[src/rtl/instr_fetch_pkg.sv]
// Shared types and constants for the instruction fetch stage.
// Holds the FSM state encoding, the NOP word and the reset PC default.
package instr_fetch_pkg;

    typedef enum logic [2:0] {
        StIdle,
        StFetch,
        StWait,
        StIssue,
        StHalted
    } fetch_state_e;

    // addi x0, x0, 0
    localparam logic [31:0] NOP_INSTR        = 32'h0000_0013;
    localparam logic [31:0] PC_RESET_DEFAULT = 32'h0000_0000;

endpackage

[src/rtl/instr_fetch_next_pc.sv]
// Combinational next-PC select for the fetch stage.
// Priority is jalr > jal > branch > sequential, and the chosen target is checked for alignment.
module instr_fetch_next_pc (
    input  logic [31:0] i_pc,
    input  logic [31:0] i_imm,
    input  logic [31:0] i_rs1_data,
    input  logic        i_branch_taken,
    input  logic        i_jal,
    input  logic        i_jalr,
    output logic [31:0] o_next_pc,
    output logic        o_misaligned
);

    logic [31:0] w_jalr_sum;

    assign w_jalr_sum = i_rs1_data + i_imm;

    always_comb begin
        o_next_pc = i_pc + 32'd4;
        if (i_jalr) begin
            o_next_pc = w_jalr_sum & ~32'h1;
        end else if (i_jal || i_branch_taken) begin
            o_next_pc = i_pc + i_imm;
        end
    end

    assign o_misaligned = |o_next_pc[1:0];

endmodule

[src/rtl/instr_fetch.sv]
// Instruction fetch stage: owns the PC, drives the synchronous instruction BRAM and
// presents one instruction per issue slot, applying its redirect before the next fetch.
module instr_fetch
    import instr_fetch_pkg::*;
#(
    parameter logic [31:0] PC_RESET = PC_RESET_DEFAULT,
    parameter int unsigned ADDR_W   = 14
) (
    input  logic              clk,
    input  logic              rst,
    output logic              o_imem_en,
    output logic [ADDR_W-1:0] o_imem_addr,
    input  logic [31:0]       i_imem_rdata,
    input  logic              i_stall,
    input  logic              i_branch_taken,
    input  logic              i_jal,
    input  logic              i_jalr,
    input  logic [31:0]       i_imm,
    input  logic [31:0]       i_rs1_data,
    input  logic              i_halt,
    output logic [31:0]       o_instruction,
    output logic [31:0]       o_pc,
    output logic [31:0]       o_pc_plus4,
    output logic              o_inst_valid,
    output logic              o_misaligned
);

    fetch_state_e r_state;
    fetch_state_e w_state_next;
    logic [31:0]  r_pc;
    logic [31:0]  r_instruction;
    logic         r_misaligned;

    logic [31:0]  w_next_pc;
    logic         w_target_misaligned;
    logic         w_capture;
    logic         w_pc_load;
    logic         w_set_misaligned;

    instr_fetch_next_pc u_next_pc (
        .i_pc           (r_pc),
        .i_imm          (i_imm),
        .i_rs1_data     (i_rs1_data),
        .i_branch_taken (i_branch_taken),
        .i_jal          (i_jal),
        .i_jalr         (i_jalr),
        .o_next_pc      (w_next_pc),
        .o_misaligned   (w_target_misaligned)
    );

    always_ff @(posedge clk) begin
        if (!rst) begin
            r_state       <= StIdle;
            r_pc          <= PC_RESET;
            r_instruction <= NOP_INSTR;
            r_misaligned  <= 1'b0;
        end else begin
            r_state <= w_state_next;
            if (w_capture) begin
                r_instruction <= i_imem_rdata;
            end
            if (w_pc_load) begin
                r_pc <= w_next_pc;
            end
            if (w_set_misaligned) begin
                r_misaligned <= 1'b1;
            end
        end
    end

    // Redirect inputs only matter in ISSUE with no stall; halt beats any redirect.
    always_comb begin
        w_state_next     = r_state;
        w_capture        = 1'b0;
        w_pc_load        = 1'b0;
        w_set_misaligned = 1'b0;
        o_imem_en        = 1'b0;
        o_inst_valid     = 1'b0;
        unique case (r_state)
            StIdle: begin
                w_state_next = StFetch;
            end
            StFetch: begin
                o_imem_en    = 1'b1;
                w_state_next = StWait;
            end
            StWait: begin
                w_capture    = 1'b1;
                w_state_next = StIssue;
            end
            StIssue: begin
                o_inst_valid = 1'b1;
                if (!i_stall) begin
                    if (i_halt) begin
                        w_state_next = StHalted;
                    end else if (w_target_misaligned) begin
                        w_set_misaligned = 1'b1;
                        w_state_next     = StHalted;
                    end else begin
                        w_pc_load    = 1'b1;
                        w_state_next = StFetch;
                    end
                end
            end
            StHalted: begin
                w_state_next = StHalted;
            end
            default: begin
                w_state_next = StIdle;
            end
        endcase
    end

    assign o_imem_addr   = r_pc[ADDR_W+1:2];
    assign o_instruction = r_instruction;
    assign o_pc          = r_pc;
    assign o_pc_plus4    = r_pc + 32'd4;
    assign o_misaligned  = r_misaligned;

endmodule

[config.mk]
export PLATFORM = sky130hd
export DESIGN_NAME = instr_fetch
export DESIGN_NICKNAME = d
export VERILOG_FILES = /design/src/rtl/instr_fetch_pkg.sv /design/src/rtl/instr_fetch_next_pc.sv /design/src/rtl/instr_fetch.sv
export SDC_FILE = /design/constraint.sdc
export NUM_CORES = 1
export LEC_CHECK = 0
export ABC_AREA = 0
export BUFFER_PORTS_ARGS = -buffer_cell sky130_fd_sc_hd__buf_2
export CAP_MARGIN = 10
export CORE_ASPECT_RATIO = 1.2
export CORE_MARGIN = 5
export CORE_UTILIZATION = 54
export CTS_CLUSTER_DIAMETER = 120
export DETAILED_ROUTE_END_ITERATION = 12
export GPL_TIMING_DRIVEN = 0
export PLACE_DENSITY = 0.83
export SYNTH_ARGS = -nofsm -noshare
export SYNTH_HDL_FRONTEND = slang
export SYNTH_SLANG_ARGS = --single-unit
[constraint.sdc]
create_clock -name clk -period 3.8 [get_ports clk]
set_input_delay 0.38 -clock clk [delete_from_list [all_inputs] [get_ports clk]]
set_output_delay 0.38 -clock clk [all_outputs]
set_load 0.02 [all_outputs]
# Word level (Yosys, flattened, before mapping)
# Index checks and enable logic that the tools add are counted.
# W data, S select, Z words.
[totals] reg_bits=68 inputBits=103
[op_classes] addsub=3 n_eq_ne=5 muxes=17 n_reduce_logical=3
[op_table] op="$add A32 B32 Y32" count=2
[op_table] op="$mux W32" count=2
[op_table] op="$add A32 B3 Y32 const B" count=1
[op_table] op="$pmux W3 S5" count=1
[op_table] op="$mux W1" count=11
[op_table] op="$mux W3" count=3
[op_table] op="$eq A3 B2 Y1 const B" count=2
[op_table] op="$eq A3 B1 Y1 const B" count=1
[op_table] op="$eq A3 B3 Y1 const B" count=1
[op_table] op="$logic_not A3 Y1" count=1
[op_table] op="$ne A2 B2 Y1 const B" count=1
[op_table] op="$reduce_or A2 Y1" count=1
[op_table] op="$logic_or A1 B1 Y1" count=1

# Longest topological paths before layout
# Gate-level depths: netlist (run 1).
[depth] word_depth=8 depth_mapped=11 mapped_depth_nobuf=10

# By module
# Synthesis (run 1) repeated with hierarchy kept, for this count alone.
[hier_totals] hier_cells=1050 hier_area_um2=7502.2
[modules_own_cells] module="instr_fetch_next_pc" n_inst=1 cells_each=643 area_per_inst_um2=4257.8 seq_area_each_um2=0.0
[modules_own_cells] module="instr_fetch" n_inst=1 cells_each=407 area_per_inst_um2=3244.4 seq_area_each_um2=1361.3

# Least setup slack after synthesis (run 1)
# No wires, ideal clock.
[synth_timing] path_type="input -> register" from="in i_imm[0]" to="reg r_pc[20], in the netlist o_pc[20]" setup_time_ns=0.074 arrival_time_ns=2.792 t_required_ns=3.726 setup_slack_ns=0.934 path_stages=10 cell_sequence="and2_1 fa_1 a21o_1 a221o_2 a211o_1 a2111o_1 a31oi_4 xnor2_1 o221ai_2 a31oi_1"
[synth_via] elab_chain_cells=8 word_cells_on_any_way=9 cone_classes="add/sub (2); mux (6); reduce/logical (1)"
[synth_rtl] item="start, declared" line_no="instr_fetch.sv:18" rtl="input logic [31:0] i_imm,"
[synth_rtl] item="$add A32 B32 Y32" line_no="instr_fetch_next_pc.sv:23" rtl="o_next_pc = i_pc + i_imm;"
[synth_rtl] item="$mux W32" line_no="instr_fetch_next_pc.sv:22" rtl="end else if (i_jal || i_branch_taken) begin"
[synth_rtl] item="$mux W32 *" line_no="instr_fetch_next_pc.sv:20" rtl="if (i_jalr) begin"
[synth_rtl] item="$reduce_or A2 Y1" line_no="instr_fetch_next_pc.sv:27" rtl="assign o_misaligned = |o_next_pc[1:0];"
[synth_rtl] item="$mux W1" line_no="instr_fetch.sv:96" rtl="end else if (w_target_misaligned) begin"
[synth_rtl] item="$mux W1" line_no="instr_fetch.sv:94" rtl="if (i_halt) begin"
[synth_rtl] item="$mux W1" line_no="instr_fetch.sv:93" rtl="if (!i_stall) begin"
[synth_rtl] item="$mux W1" line_no="instr_fetch.sv:79" rtl="unique case (r_state)"
[synth_rtl] item="end signal, assigned" line_no="instr_fetch.sv:63" rtl="r_pc <= w_next_pc;"
[synth_rtl] item="end, declared" line_no="instr_fetch.sv:30" rtl="logic [31:0] r_pc;"
# Every way passes the cells marked *; elsewhere a longest branch is shown, timed or not.
# A chain may end at the register's enable or synchronous reset.

# Worst setup path after layout (run 1)
[layout_timing] from="reg r_pc[0], in the netlist o_pc[0]" to="reg r_pc[28], in the netlist o_pc[28]"
[layout_via] elab_chain_cells=8 word_cells_on_any_way=9 cone_classes="add/sub (2); mux (6); reduce/logical (1)"
[layout_rtl] item="$add A32 B3 Y32 / $add A32 B32 Y32 (equally long branches)" line_no="instr_fetch_next_pc.sv:19, instr_fetch_next_pc.sv:23"
[layout_rtl] item="$mux W32 *" line_no="instr_fetch_next_pc.sv:22"
[layout_rtl] item="$mux W32 *" line_no="instr_fetch_next_pc.sv:20"
[layout_rtl] item="$reduce_or A2 Y1" line_no="instr_fetch_next_pc.sv:27"
[layout_rtl] item="$mux W1" line_no="instr_fetch.sv:96"
[layout_rtl] item="$mux W1" line_no="instr_fetch.sv:94"
[layout_rtl] item="$mux W1" line_no="instr_fetch.sv:93"
[layout_rtl] item="$mux W1" line_no="instr_fetch.sv:79"
# Marked as above.

==> results of run 1 <==
path summary, 6_finish.rpt:
check                           cells after the start                 to  slack [ns]
worst min-delay path                                3   o_instruction[0]        0.25
worst max register to register                     10           o_pc[28]        0.42
worst min register to register                      2  o_instruction[15]        0.45
worst max-delay path                               10           o_pc[28]        0.42
report_power, final:
group	switching (W)	internal, W	leakage, nW	total [W]
Clock	0.000356	0.000517	0.147	0.000873
Sequential	0.0000223	0.000741	0.552	0.000763
Combinational	0.000484	0.000289	3.46	0.000773
Total	0.000862	0.00155	4.16	0.00241
stage by stage:
step | cell area [um^2] | utilization (%) | hold WS [ns] | power, W
detailed placement | 8486 | 64.38 | 0.4447 | 0.001534
global placement | 8486 | 64.38 | 0.4382 | 0.001523
finish | 8792 | 66.71 | 0.2491 | 0.002409
global route | 8792 | 66.71 | 0.2702 | 0.002510
CTS | 8792 | 66.71 | 0.2541 | 0.002394
floorplan | 7199 | - | 0.4657 | 0.001284
tightest hold or removal path, stage by stage:
cell and delay, ns:
buf_2 0.08, nand2_1 0.04, nand3_1 0.06
routing by layer:
metal / global-route usage, % / routed length, um
met1: 40.27 / 10270
met2: 53.22 / 12340
met3: 5.565 / 2615
met4: 14.94 / 1191
met5: 0 / 0
sequential cells by signal, indices dropped and copies added (netlist names):
| name | flops |
|---|---|
| o_pc | 32 |
| o_misaligned | 1 |
| r_state | 3 |
| o_instruction | 32 |
logic make-up (layout without fill, tap and decap cells):
kind of cell	Yosys count	in the layout
xor gates and xnor gates	75	75
and+or+nand+nor	366	366
AOI/OAI and AO/OA	336	336
adders and majority gates	64	64
DFF	68	68
buffers and inverters	75	306
muxes	7	7
Yosys cell counts (all sizes together) (3+ instances only):
cell type	count
a2111oi	4
a211o	3
a211oi	19
a21boi	3
a21o	30
a21oi	107
a221o	3
a221oi	7
a22o	4
a22oi	5
a31oi	22
and2	10
and3	12
and4	8
and4b	3
buf	28
clkbuf	36
dfxtp	68
ha	62
inv	11
mux2	3
mux2i	4
nand2	164
nand2b	8
nand3	29
nand4	18
nor2	68
nor2b	7
nor3	14
nor3b	4
nor4	5
o211ai	15
o21a	11
o21ai	54
o21bai	9
o221ai	5
o2bb2ai	3
o31ai	5
o41ai	4
or2	3
or3	6
xnor2	42
xor2	33
layout make-up:
type / instances / share of cell area, %
Tap cell: 168 / 2.391
Timing Repair Buffer: 215 / 12.24
Inverter: 11 / 0.4696
Sequential cell: 68 / 15.48
Clock inverter: 7 / 0.9250
Buffer: 64 / 3.586
Clock buffer: 9 / 2.562
Multi-Input combinational cell: 848 / 62.35
==> reports/metrics.cfg, run 1 <==
[run_status]
outcome = complete, no violations

[synthesis]
syn_area_um2 = 7199
yosys.area.top_type_share_pct = 18.91
synthXorXnorAreaFrac_pct = 9.124
synth_compound_area_share_pct = 30.88
synthAdderAreaFrac_pct = 11.33
synth_edf_count = 0
synth_cell_types = 85
ys.flop_type = dfxtp_1
synth.area.mux_share_pct = 1.025
netlist_top_cells_area = dfxtp_1 19%, ha_1 11%, nand2_1 8.6%
syn_nets = 1158
synth_top_family_by_area = compound AO/OA/AOI/OAI gates
async_flop_share_pct = 0
synth-simple-area-share_pct = 23.77
synthCells = 991
synth.avg_cell_area_um2 = 7.265
ys_seq_area_share_pct = 18.91
synth_area_leader_cell = dfxtp_1
ys_seq_elements = 68
ys_warn_count = 0

[cts]
numClockSinks = 68
clk_latency_ns = 0.35
cts.path.max_buffers = 2
cts_root_buffer = clkbuf_16
cts_hold_buffers = 0
ctsResizeCount = 0
post_cts_buffers = 0
cts_inserted_buffers = 9
path_clk_slew_ns = 0.06
cts.htree.levels = 3
cts_tree = built

[route]
routed_wl_um = 26420
first_pass_iters = 7
drt_iter0_drc = 679
post_drt_wl_per_cell_um = 19.01
vias_per_cell = 6.226
postRouteAntennaNets = 0
drc = 0
num_vias = 8654

[layout]
layout_commonest_cell = buf_2
instances_no_fill = 1390
num-fill-cells = 1200
drive_above_1_share_pct = 22.09
nets = 1384
multi_input_area_um2 = 5482
ff_latch_area_um2 = 1361
final_cell_mix = 220 x buf_2, 164 x nand2_1, 106 x a21oi_1, 68 x nor2_1, 68 x dfxtp_1
syn_to_final_growth_pct = 22.12
antenna_cells = 0

[power_and_ir_drop]
leakage_nw = 4.156
power_density_nw_per_um2 = 274.0
irDropWorstVdd_uv = 284.2

[critical_path]
path_cells = ha_1 -> fa_1 -> a211oi_1 -> o21ai_1 -> a221oi_1 -> o2111a_1 -> o21ai_1 -> nand2_1 -> mux2_2 -> o221ai_1
critPathMostFrequentCell = o21ai_1
r2r-start = o_pc[0]
cp_data_arrival_time_ns = 3.65
crit_buf_inv = 0
path_max_fanout = 5
critical-path-top-delay-family = compound AO/OA/AOI/OAI gates
critical-path-slowest-cell = a221oi_1
worst-endpoint-required_ns = 4.06
path_class = register to register
timing.critical_path.to_type = register
critPathMaxStageDelay_ns = 0.64
start_kind = register
critPathLaunch = o_pc[0]

[place]
port_buffers = 215
place_congestion = 0.9704
place_hpwl_um = 21020
place_inst = 1374
dp_slack_ns = 0.2392

[timing]
final_hold_viol_count = 0
fmax_mhz = 295.8
fin_crit_ns = 3.380
tightest_slew_ns = 0.9670
slew-limit-headroom_pct = 33.87
min_period_over_period_pct = 88.95
setup_viol = 0
skew_ns = 0.01004
rsz0062_at_grt = no
drv_slew = 0
worst_slack_ns = 0.4197
setup_tns_ns = 0

[floorplan]
die_x_um = 115.4
rows = 46
dieHeight_um = 136.5
start_util_pct = 54.62
io_pins = 216
die_area_um2 = 15750
core_um2 = 13180

[global_route]
grt_pass1_wl_um = 40000
antenna_found_initial = 0
first_global_vias = 7946
grt-ovfl-total = 0
grt_max_degree = 15
track_usage_pct = 32.12

[min_path]
hold_start = i_imem_rdata[0]
worstHoldPathType = input port to register

[job]
cap_viol_max_count = 0

No activity file was read; power rests on OpenSTA's default activity.
==> run 2, diff against run 1 <==
- PLACE_DENSITY: 0.83 -> 0.89
==> run 2 against run 1 <==
  * Wire length increased by 0.53%
  * Register-to-register slack is essentially flat
  * First-iteration DRC count rose by 30%
  * Non-clock buffer count is the same
  * Sequential power about the same
  * Critical path type unchanged
  * Highest routed layer unchanged
==> reports/metrics.cfg, run 2 (same netlist as run 1, synthesis figures left out) <==
[layout]
final_cell_mix = 220 x buf_2, 164 x nand2_1, 106 x a21oi_1, 68 x nor2_1, 68 x dfxtp_1  ; unchanged
antenna_cells = 0  ; unchanged
num-fill-cells = 1214  ; was 1200
multi_input_area_um2 = 5482  ; unchanged
layout_commonest_cell = buf_2  ; unchanged
instances_no_fill = 1389  ; was 1390
nets = 1384  ; unchanged
syn_to_final_growth_pct = 21.57  ; was 22.12%
drive_above_1_share_pct = 22.03  ; was 22.09%
ff_latch_area_um2 = 1361  ; unchanged

[floorplan]
core_um2 = 13180  ; unchanged
io_pins = 216  ; unchanged
die_area_um2 = 15750  ; unchanged
die_x_um = 115.4  ; unchanged
rows = 46  ; unchanged
dieHeight_um = 136.5  ; unchanged
start_util_pct = 54.62  ; unchanged

[timing]
min_period_over_period_pct = 89.27  ; was 88.95%
slew-limit-headroom_pct = 19.66  ; was 33.87%
fin_crit_ns = 3.392  ; was 3.380 ns
tightest_slew_ns = 1.175  ; was 0.9670 ns
fmax_mhz = 294.8  ; was 295.8 MHz
drv_slew = 0  ; unchanged
final_hold_viol_count = 0  ; unchanged
skew_ns = 0.004657  ; was 0.01004 ns
rsz0062_at_grt = no  ; unchanged
setup_tns_ns = 0  ; unchanged
holdWs_ns = 0.2593  ; was 0.2491 ns
setup_viol = 0  ; unchanged

[cts]
clk_latency_ns = 0.34  ; was 0.35 ns
cts_tree = built  ; unchanged
cts.htree.levels = 3  ; unchanged
post_cts_buffers = 0  ; unchanged
cts_hold_buffers = 0  ; unchanged
cts.path.max_buffers = 2  ; unchanged
cts_inserted_buffers = 9  ; unchanged
path_clk_slew_ns = 0.06  ; about the same
cts_root_buffer = clkbuf_16  ; unchanged
ctsResizeCount = 0  ; unchanged
numClockSinks = 68  ; unchanged

[min_path]
worstHoldPathType = input port to register  ; unchanged

[route]
drt_iter0_drc = 880  ; was 679
routed_wl_um = 26560  ; was 26420 um
vias_per_cell = 6.255  ; was 6.226
num_vias = 8688  ; was 8654
first_pass_iters = 6  ; was 7
postRouteAntennaNets = 0  ; unchanged
post_drt_wl_per_cell_um = 19.12  ; was 19.01 um
drc = 0  ; unchanged

[power_and_ir_drop]
power_density_nw_per_um2 = 262.5  ; was 274.0 nW/um^2
leakage_nw = 4.132  ; was 4.156 nW
irDropWorstVdd_uv = 280.7  ; was 284.2 uV

[global_route]
grt-ovfl-total = 0  ; unchanged
grt_pass1_wl_um = 40730  ; was 40000 um
grt_max_degree = 13  ; was 15
first_global_vias = 7986  ; was 7946
antenna_found_initial = 0  ; unchanged
track_usage_pct = 32.30  ; was 32.12%

[place]
place_hpwl_um = 21340  ; was 21020 um
place_congestion = 0.9823  ; was 0.9704
place_inst = 1374  ; unchanged
port_buffers = 215  ; unchanged

[critical_path]
path_max_fanout = 5  ; unchanged
start_kind = register  ; unchanged
worst_r2r_path_depth = 10  ; unchanged
r2r-start = o_pc[0]  ; unchanged
r2r_end = o_pc[28]  ; unchanged
cp_data_arrival_time_ns = 3.65  ; about the same
worst-endpoint-required_ns = 4.05  ; was 4.06 ns
path_class = register to register  ; unchanged
critPathLaunch = o_pc[0]  ; unchanged
timing.critical_path.to_type = register  ; unchanged
r2r_setup_slack_ns = 0.41  ; was 0.42 ns
crit_end = o_pc[28]  ; unchanged

[job]
cap_viol_max_count = 0  ; unchanged

[run_status]
outcome = complete, no violations  ; unchanged

run 2: cell types whose count changed in the layout (fill, tap and decap cells not counted), sizes merged:
cell	before	now
inv	14	12
bufinv	1	0
clkinvlp	1	3
run 2: worst min-delay path by stage:
stage	from	endpoint	slack (ns)	cells past startpoint
after CTS	i_imem_rdata[4]	o_instruction[4]	0.26	3
after global routing	i_imem_rdata[0]	o_instruction[0]	0.27	3
after detailed placement	o_instruction[31]	o_instruction[31]	0.44	2
after global placement	o_instruction[28]	o_instruction[28]	0.44	2
final	i_imem_rdata[4]	o_instruction[4]	0.26	3
after floorplan	r_state[0]	r_state[0]	0.47	1
run 2: final cells by class:
class / count / share of cell area, %
plain buffers: 64 / 3.603
well taps: 168 / 2.402
clock inverters: 6 / 0.4718
multi-input cells: 848 / 62.63
repair buffers: 215 / 12.29
flip-flops and latches: 68 / 15.55
inverters: 11 / 0.4718
clock buffers: 9 / 2.573
run 2: stage by stage:
stage | area [um^2] | power [W] | worst slack (ns) | util [%]
floorplan | 7199 | 0.001284 | 0.9340 | -
global placement | 8486 | 0.001524 | 0.2310 | 64.38
detailed placement | 8486 | 0.001535 | 0.2011 | 64.38
CTS | 8752 | 0.002285 | 0.4796 | 66.40
global route | 8752 | 0.002397 | 0.3138 | 66.40
finish | 8752 | 0.002298 | 0.4076 | 66.40
run 2: critical path, cell delays in order (launching register included):
cell and delay [ns]:
dfxtp_1 0.35, ha_1 0.23, fa_1 0.43, a211oi_1 0.36, o21ai_1 0.20, a221oi_1 0.64, o2111a_1 0.33, o21ai_1 0.15
nand2_1 0.14, mux2_2 0.34, o221ai_1 0.14
run 2: power by group:
| group | total [W] | internal [W] | switching (W) |
|---|---|---|---|
| clock network | 0.000761 | 0.000437 | 0.000324 |
| logic | 0.000773 | 0.000289 | 0.000484 |
| registers | 0.000764 | 0.000741 | 0.0000226 |
run 2: routing by layer:
| metal | part of all wire [%] | up-vias | track usage [%] |
|---|---|---|---|
| met2 | 47 | 528 | 55.69 |
| li1 | - | 4105 | - |
| met3 | 10 | 112 | 6.189 |
| met5 | 0 | - | 0 |
| met4 | 4.7 | 0 | 12.98 |
| met1 | 37 | 3943 | 39.14 |
==> run 3, diff against run 2 <==
- CORE_ASPECT_RATIO: 1.2 -> unset
==> run 3 against run 2 <==
  * Sequential power barely moved
  * Wire length up 0.97%
  * Power up 4.8%
  * Highest routed layer unchanged
  * Core utilization grew 0.61 points
  * Combinational power hardly changed
  * Final cell count up 0.65%
==> reports/metrics.cfg, run 3 (same netlist as run 1, synthesis figures left out) <==
[critical_path]
r2r-start = o_pc[0]  ; unchanged
worst-endpoint-required_ns = 4.06  ; was 4.05 ns
critical-path-slowest-cell = a221oi_1  ; unchanged
path_cells = ha_1 -> fa_1 -> a211oi_1 -> o21ai_1 -> a221oi_1 -> o2111a_1 -> o21ai_1 -> a211oi_1 -> o2bb2ai_1 -> a31oi_1  ; was ha_1 -> fa_1 -> a211oi_1 -> o21ai_1 -> a221oi_1 -> o2111a_1 -> o21ai_1 -> nand2_1 -> mux2_2 -> o221ai_1
worst_r2r_path_depth = 10  ; unchanged
critPathMaxStageDelay_ns = 0.60  ; was 0.64 ns
path_class = register to register  ; unchanged
r2r_setup_slack_ns = 0.40  ; was 0.41 ns
timing.critical_path.to_type = register  ; unchanged
crit_buf_inv = 0  ; unchanged
path_max_fanout = 5  ; unchanged
r2r_end = o_pc[24]  ; was o_pc[28]
critical-path-top-delay-family = compound AO/OA/AOI/OAI gates  ; unchanged
start_kind = register  ; unchanged
cp_data_arrival_time_ns = 3.66  ; was 3.65 ns

[route]
first_pass_iters = 6  ; unchanged
topRoutingLayerUsed = met4  ; unchanged
drc = 0  ; unchanged
dr_wl_met2_um = 12300  ; was 12600 um
wl_met3_um = 2992  ; was 2772 um
routed_wl_um = 26820  ; was 26560 um
post_drt_wl_per_cell_um = 19.18  ; was 19.12 um
met1_length_um = 10500  ; was 9942 um
postRouteAntennaNets = 0  ; unchanged
vias_per_cell = 6.284  ; was 6.255
num_vias = 8785  ; was 8688
drt_iter0_drc = 1022  ; was 880

[cts]
cts_tree = built  ; unchanged
clk_latency_ns = 0.33  ; was 0.34 ns
cts_hold_buffers = 0  ; unchanged
numClockSinks = 68  ; unchanged
path_clk_slew_ns = 0.06  ; about the same
post_cts_buffers = 0  ; unchanged
ctsResizeCount = 0  ; unchanged
cts.path.max_buffers = 2  ; unchanged
cts.htree.levels = 3  ; unchanged
cts_inserted_buffers = 9  ; unchanged
cts_root_buffer = clkbuf_16  ; unchanged

[floorplan]
core_um2 = 13140  ; was 13180 um^2
rows = 42  ; was 46
die_x_um = 125.5  ; was 115.4 um
dieHeight_um = 125.5  ; was 136.5 um
io_pins = 216  ; unchanged
die_area_um2 = 15740  ; was 15750 um^2
start_util_pct = 54.80  ; was 54.62%

[layout]
antenna_cells = 0  ; unchanged
drive_above_1_share_pct = 22.09  ; was 22.03%
syn_to_final_growth_pct = 22.28  ; was 21.57%
layout_commonest_cell = buf_2  ; unchanged
final_cell_mix = 220 x buf_2, 164 x nand2_1, 106 x a21oi_1, 68 x nor2_1, 68 x dfxtp_1  ; unchanged
instances_no_fill = 1398  ; was 1389
num-fill-cells = 1190  ; was 1214
nets = 1384  ; unchanged

[timing]
final_hold_viol_count = 0  ; unchanged
drv_slew = 0  ; unchanged
setup_viol = 0  ; unchanged
fin_crit_ns = 3.400  ; was 3.392 ns
rsz0062_at_grt = no  ; unchanged
min_period_over_period_pct = 89.48  ; was 89.27%
tightest_slew_ns = 1.005  ; was 1.175 ns
setup_tns_ns = 0  ; unchanged
slew-limit-headroom_pct = 32.11  ; was 19.66%
fmax_mhz = 294.1  ; was 294.8 MHz
skew_ns = 0.009358  ; was 0.004657 ns

[global_route]
track_usage_pct = 32.03  ; was 32.30%
antenna_found_initial = 0  ; unchanged
grt_pass1_wl_um = 41790  ; was 40730 um
grt-ovfl-total = 0  ; unchanged
first_global_vias = 8245  ; was 7986
grt_max_degree = 15  ; was 13

[place]
place_hpwl_um = 21190  ; was 21340 um
place_congestion = 0.9705  ; was 0.9823
port_buffers = 215  ; unchanged
place_inst = 1382  ; was 1374

[power_and_ir_drop]
power_density_nw_per_um2 = 273.6  ; was 262.5 nW/um^2
clkPwrFrac_pct = 36.1  ; was 33.1%
switching_share_pct = 35.65  ; was 36.14%
p_switching_w = 0.0008585  ; was 0.0008304 W
irDropWorstVdd_uv = 221.3  ; was 280.7 uV
leakage_nw = 4.154  ; was 4.132 nW
pwr-share-comb_pct = 32.1  ; was 33.7%
intPower_w = 0.001550  ; was 0.001467 W
seqPwrFrac_pct = 31.7  ; was 33.2%

[min_path]
worstHoldPathType = input port to register  ; unchanged
holdPathStages = 3  ; unchanged
hold_start = i_imem_rdata[4]  ; unchanged
min_to = o_instruction[4]  ; unchanged

[run_status]
outcome = complete, no violations  ; unchanged

[job]
cap_viol_max_count = 0  ; unchanged

## run 3: cell count changes in the layout (fill, tap and decap cells not counted), sizes merged
cell      before  now
bufinv         0    1
clkinv         2    0
clkinvlp       3    2
inv           12   15
## run 3: cell type report
| class | count | area, um^2 | area share, % |
|---|---|---|---|
| clock buffers | 9 | 225.2 | 2.558 |
| well taps | 176 | 220.2 | 2.501 |
| repair buffers | 215 | 1076 | 12.22 |
| flip-flops and latches | 68 | 1361 | 15.46 |
| multi-input cells | 848 | 5482 | 62.27 |
| inverters | 11 | 41.29 | 0.4690 |
| plain buffers | 64 | 315.3 | 3.582 |
| clock inverters | 7 | 82.58 | 0.9380 |
## run 3: tightest hold or removal path: stages
cell,delay (ns)
buf_2,0.08
nand2_1,0.04
nand3_1,0.06
## run 3: power by group through the flow
stage          sequential [W]  clock (W)  combinational, W
3_3_place_gp         0.000778          0          0.000742
3_5_place_dp         0.000779          0          0.000750
6_report             0.000764   0.000870          0.000774
2_1_floorplan        0.000806          0          0.000478
4_1_cts              0.000764   0.000865          0.000755
5_1_grt              0.000768   0.000900          0.000839
## run 3: worst max path at each step
stage / from / to / slack, ns / depth (start not counted)
global placement: i_imm[0] / o_pc[28] / 0.34 / 11
detailed placement: i_imm[0] / o_pc[30] / 0.32 / 11
floorplan: i_imm[0] / o_pc[20] / 0.93 / 10
finish: o_pc[0] / o_pc[24] / 0.40 / 10
CTS: o_pc[0] / o_pc[28] / 0.47 / 10
global route: o_pc[0] / o_pc[28] / 0.20 / 10
## run 3: stage by stage
stage	hold WS, ns	setup WS, ns	cell area (um^2)	util, %	total power [W]
after global routing	0.2595	0.1997	8803	67.01	0.002507
after CTS	0.2641	0.4716	8803	67.01	0.002384
after global placement	0.4396	0.3384	8496	64.67	0.001520
after floorplan	0.4657	0.9340	7199	-	0.001284
final	0.2666	0.3996	8803	67.01	0.002408
after detailed placement	0.4443	0.3189	8496	64.67	0.001529
## run 3: layer usage
metal | vias up | GRT usage [%]
met5 | - | 0
met4 | 0 | 12.76
met3 | 94 | 7.420
met2 | 576 | 52.64
met1 | 4010 | 40.59
li1 | 4105 | -
